## src/rtl/register_file_sb.sv

```systemverilog
`default_nettype none
// ============================================================================
//  Module   : register_file_sb
//  Brief    : 2-read/1-write integer register file with optional write-to-read
//             bypass, per-register pending scoreboard and a sequential clear
//             engine that zeroes the array after reset or on request.
//  Revision : 1.0 - initial release
// ============================================================================
module register_file_sb #(
    parameter int XLEN        = 32,
    parameter int ADDR_W      = 5,
    parameter int BYPASS      = 1,
    parameter int RESET_CLEAR = 1
) (
    input  logic              clk,
    input  logic              reset,
    input  logic              clear_i,
    input  logic [ADDR_W-1:0] rs1_addr_i,
    input  logic [ADDR_W-1:0] rs2_addr_i,
    output logic [XLEN-1:0]   rs1_o,
    output logic [XLEN-1:0]   rs2_o,
    output logic              rs1_pending_o,
    output logic              rs2_pending_o,
    input  logic [ADDR_W-1:0] wr_addr_i,
    input  logic [XLEN-1:0]   wr_data_i,
    input  logic              wr_enable_i,
    input  logic [ADDR_W-1:0] rsv_addr_i,
    input  logic              rsv_enable_i,
    output logic              busy_o
);

    localparam int              c_NUM_REGS = 2 ** ADDR_W;
    localparam logic [ADDR_W-1:0] c_CNT_LAST = {ADDR_W{1'b1}};
    localparam logic [ADDR_W-1:0] c_X0       = '0;

    typedef enum logic [0:0] {
        ST_IDLE  = 1'b0,
        ST_CLEAR = 1'b1
    } state_t;

    localparam state_t c_RESET_STATE = (RESET_CLEAR != 0) ? ST_CLEAR : ST_IDLE;

    state_t                r_state;
    state_t                w_state_next;
    logic [ADDR_W-1:0]     r_cnt;
    logic [XLEN-1:0]       r_regs [c_NUM_REGS];
    logic [c_NUM_REGS-1:0] r_pending;

    logic w_busy;
    logic w_clear_start;
    logic w_wr_fire;
    logic w_rsv_fire;
    logic w_byp1;
    logic w_byp2;

    assign w_busy        = (r_state == ST_CLEAR);
    assign w_clear_start = (r_state == ST_IDLE) && clear_i;
    assign w_wr_fire     = wr_enable_i  && !w_busy && (wr_addr_i  != c_X0);
    assign w_rsv_fire    = rsv_enable_i && !w_busy && (rsv_addr_i != c_X0);
    assign busy_o        = w_busy;

    // Forwarding of the in-flight write to matching read ports (only when enabled).
    generate
        if (BYPASS != 0) begin : g_bypass
            assign w_byp1 = w_wr_fire && (wr_addr_i == rs1_addr_i);
            assign w_byp2 = w_wr_fire && (wr_addr_i == rs2_addr_i);
        end else begin : g_no_bypass
            assign w_byp1 = 1'b0;
            assign w_byp2 = 1'b0;
        end
    endgenerate

    // Clear-engine state register; reset re-enters the configured start state.
    always_ff @(posedge clk) begin
        if (reset) begin
            r_state <= c_RESET_STATE;
        end else begin
            r_state <= w_state_next;
        end
    end

    // Clear-engine next state: a clear runs until the counter reaches the last register.
    always_comb begin
        w_state_next = r_state;
        case (r_state)
            ST_IDLE:  if (clear_i) w_state_next = ST_CLEAR;
            ST_CLEAR: if (r_cnt == c_CNT_LAST) w_state_next = ST_IDLE;
            default:  w_state_next = ST_IDLE;
        endcase
    end

    // Clear counter: restarts on reset or clear acceptance, walks the array while clearing.
    always_ff @(posedge clk) begin
        if (reset || w_clear_start) begin
            r_cnt <= '0;
        end else if (w_busy) begin
            r_cnt <= r_cnt + 1'b1;
        end
    end

    // Register array: the clear engine owns the write port while busy; reset leaves contents alone.
    always_ff @(posedge clk) begin
        if (!reset) begin
            if (w_busy) begin
                r_regs[r_cnt] <= '0;
            end else if (w_wr_fire) begin
                r_regs[wr_addr_i] <= wr_data_i;
            end
        end
    end

    // Scoreboard: writeback clears a bit, a same-cycle reservation then sets it again.
    always_ff @(posedge clk) begin
        if (reset || w_clear_start) begin
            r_pending <= '0;
        end else begin
            if (w_wr_fire) begin
                r_pending[wr_addr_i] <= 1'b0;
            end
            if (w_rsv_fire) begin
                r_pending[rsv_addr_i] <= 1'b1;
            end
        end
    end

    // Read port 1: busy forces a stall, x0 is hardwired, bypass beats the array.
    always_comb begin
        rs1_o         = r_regs[rs1_addr_i];
        rs1_pending_o = r_pending[rs1_addr_i];
        if (w_busy) begin
            rs1_o         = '0;
            rs1_pending_o = 1'b1;
        end else if (rs1_addr_i == c_X0) begin
            rs1_o         = '0;
            rs1_pending_o = 1'b0;
        end else if (w_byp1) begin
            rs1_o         = wr_data_i;
            rs1_pending_o = 1'b0;
        end
    end

    // Read port 2: same priority as port 1.
    always_comb begin
        rs2_o         = r_regs[rs2_addr_i];
        rs2_pending_o = r_pending[rs2_addr_i];
        if (w_busy) begin
            rs2_o         = '0;
            rs2_pending_o = 1'b1;
        end else if (rs2_addr_i == c_X0) begin
            rs2_o         = '0;
            rs2_pending_o = 1'b0;
        end else if (w_byp2) begin
            rs2_o         = wr_data_i;
            rs2_pending_o = 1'b0;
        end
    end

endmodule
`default_nettype wire

```

## config.mk

```make
export PLATFORM = sky130hd
export DESIGN_NAME = register_file_sb
export DESIGN_NICKNAME = d
export VERILOG_FILES = /design/src/rtl/register_file_sb.sv
export SDC_FILE = /design/constraint.sdc
export NUM_CORES = 1
export LEC_CHECK = 0
export BUFFER_PORTS_ARGS = -buffer_cell sky130_fd_sc_hd__buf_2
export CORE_MARGIN = 2
export CORE_UTILIZATION = 45
export CTS_CLUSTER_DIAMETER = 200
export DETAILED_ROUTE_END_ITERATION = 12
export SLEW_MARGIN = 20
export SYNTH_ARGS = -nofsm -noshare
export SYNTH_HDL_FRONTEND = slang
export SYNTH_SLANG_ARGS = --single-unit
```

## constraint.sdc

```tcl
create_clock -name clk -period 4.4 [get_ports clk]
set_clock_uncertainty 0.2 [all_clocks]
set_input_delay 0.22 -clock clk [delete_from_list [all_inputs] [get_ports clk]]
set_output_delay 0.22 -clock clk [all_outputs]
set_load 0.01 [all_outputs]
```

==> impl_metrics.json <==
{
  "grt_start_max_net_pins": 76,
  "final_cells": 4926,
  "syn_area_per_cell_um2": 16.85,
  "antenna_found_initial": 4,
  "clk_pin_slew_ns": 0.06,
  "hold_ws_ns": 0.02155,
  "synth_ff_type": "edfxtp_1",
  "finalCoreUtilization": 0.5153,
  "async_reset_ff_frac": 0,
  "postCtsResizedCells": 0,
  "critical_path_required_ns": 3.98,
  "postLayoutCellArea_mm2": 0.05901,
  "vias_per_cell": 6.795,
  "maxSlewViolCount": 0,
  "slowest_delay_ns": 0.79,
  "h-tree-depth": 3,
  "end_kind": "output pin",
  "hpwlAfterDp_mm": 107.2,
  "clock_latency_ns": 0.71,
  "synth_seq_cells": 1062,
  "path_delay_family": "compound AO/OA/AOI/OAI gates",
  "vdd_drop_max_uv": 352.4,
  "crit_top_cell": "buf_4",
  "fin_crit_sh": 0.9668,
  "drt_iter0_drc": 4030,
  "dr.pass1.iters": 6,
  "port_buffers": 123,
  "antenna_left": 0,
  "post_cts_buffers": 0,
  "p_leak_uw": 0.01804,
  "grt.total_usage": 0.2947,
  "hold_class": "input pin to flop",
  "syn_to_final_growth_pct": 13.57,
  "numCtsBuffers": 111,
  "slew_headroom": 0.2526,
  "tightest_slew_ns": 1.119,
  "pin_count": 124,
  "clkSinkCount": 1062,
  "ys_seq_area_frac": 0.6065,
  "core-area_mm2": 0.1145,
  "drc": 0,
  "yosysMostFrequentCell": "edfxtp_1",
  "critPathSlowestCell": "a211oi_1",
  "overflow": 0,
  "setup_viol": 0,
  "finalHoldViolations": 0,
  "drive_gt1_frac": 0.3228,
  "path_class": "flop to output pin",
  "start_util": 0.4538,
  "final.min_clock_period_ns": 4.254,
  "fillerInstances": 9315,
  "yosys-top-cells-area": "edfxtp_1, mux4_2, mux2i_1",
  "cp-start-kind": "flop",
  "clockRootBuffer": "clkbuf_16",
  "synth_cell_types": 74,
  "synth_edf_count": 1024,
  "holdBufCountCts": 36,
  "syn-cell-area_mm2": 0.05196,
  "yosysTopAreaCell": "edfxtp_1",
  "fin_tns_setup_ns": 0,
  "yosys.area.top_type_share": 0.5918,
  "crit_buf_inv": 3,
  "cp_max_fo": 17,
  "dpl_cell_area_mm2": 0.05500,
  "wire_per_inst_um": 35.41,
  "status": "complete, no violations",
  "via_count": 33470,
  "die_area_mm2": 0.1182,
  "p_per_area_mw_per_mm2": 376.4,
  "rows": 124,
  "synthCells": 3084,
  "synth_common_cells": "edfxtp_1, mux4_2, mux2i_1",
  "routabilityCongestion": 0.8819,
  "drt_wl_total_mm": 174.4,
  "cp_cell_sequence": "buf_4 -> a211o_4 -> nor4_4 -> buf_4 -> nor4_1 -> a211oi_1 -> buf_2",
  "nets": 3377,
  "placed_cells": 4681,
  "clock_path_buffers": 3,
  "rsz0062_at_grt": "false",
  "grt_pass1_wl_mm": 246.8,
  "cts_tree": "built",
  "max_freq_ghz": 0.2351,
  "die_w_um": 343.8,
  "die_h_um": 343.8,
  "max_cap_viol_count": 0,
  "cp.arrival_ns": 3.83,
  "syn-num-nets": 3143,
  "grt_pass1_vias": 33670,
  "ys_warn_count": 0
}
-- path summary, 6_finish.rpt --
kind                      from             to  slack, ns  depth (start not counted)
setup reg to reg        busy_o  r_pending[10]       1.19                          7
hold reg to reg   r_pending[0]   r_pending[0]       0.24                          2
setup / recovery        busy_o      rs2_o[27]       0.15                          7
hold / removal    wr_data_i[2]  r_regs[26][2]       0.02                          2
-- flip-flops by register name (all words and copies together) (netlist names) --
name       count
busy_o         1
r_cnt          5
r_pending     32
r_regs      1024
-- placed cells by master (no fill, tap or decap), drive strengths merged, types with 36 or more instances in the layout --
master	count
a2111oi	47
a211oi	45
a21oi	115
a221oi	48
buf	331
clkbuf	138
clkinv	45
dfxtp	38
dlygate4sd3	36
edfxtp	1024
mux2	188
mux2i	250
mux4	363
nand2	85
nor2	158
o21ai	112
o22ai	101
-- logic make-up (layout without fill, tap and decap cells) --
family	Yosys count	count (layout)	share of synthesized area
DFF	1062	1062	0.6065
muxes	801	801	0.2471
xor gates and xnor gates	12	12	0.002023
and+or+nand+nor	394	394	0.03564
other	0	6	0
adders and majority gates	2	2	0.0004816
buffers and inverters	258	582	0.03514
AOI/OAI and AO/OA	555	555	0.07311
-- power breakdown --
group          internal (uW)  total (uW)  switching [uW]  leakage (uW)
clock network           5490        9500            4010       0.00175
registers              11000       11000            30.6       0.00855
logic                    657        1690            1030       0.00773
-- area by class of cell --
cell class              instances  area (um^2)  area share
flip-flops and latches       1062        31510      0.5340
multi-input cells            1764        18920      0.3207
repair buffers                368         3002     0.05087
clock buffers                 137         2939     0.04981
well taps                    1512         1892     0.03206
clock inverters                66        684.4     0.01160
inverters                      11        41.29   0.0006998
diodes                          6        15.01   0.0002545
-- through the flow --
step	worst slack [ns]	power, uW
floorplan	0.7677	12300
CTS	0.2468	22280
global route	0.1028	22730
global placement	0.5407	12860
detailed placement	0.7368	12870
finish	0.1459	22210
-- layer usage --
metal / vias to the layer above / track usage / share of wire
met4: 0 / 0.1240 / 0.045
met5: - / 0 / 0
met2: 2082 / 0.4772 / 0.48
met3: 429 / 0.05581 / 0.092
met1: 17620 / 0.3921 / 0.38
li1: 13350 / - / -
Note: power is estimated with default switching activity, not from simulation.
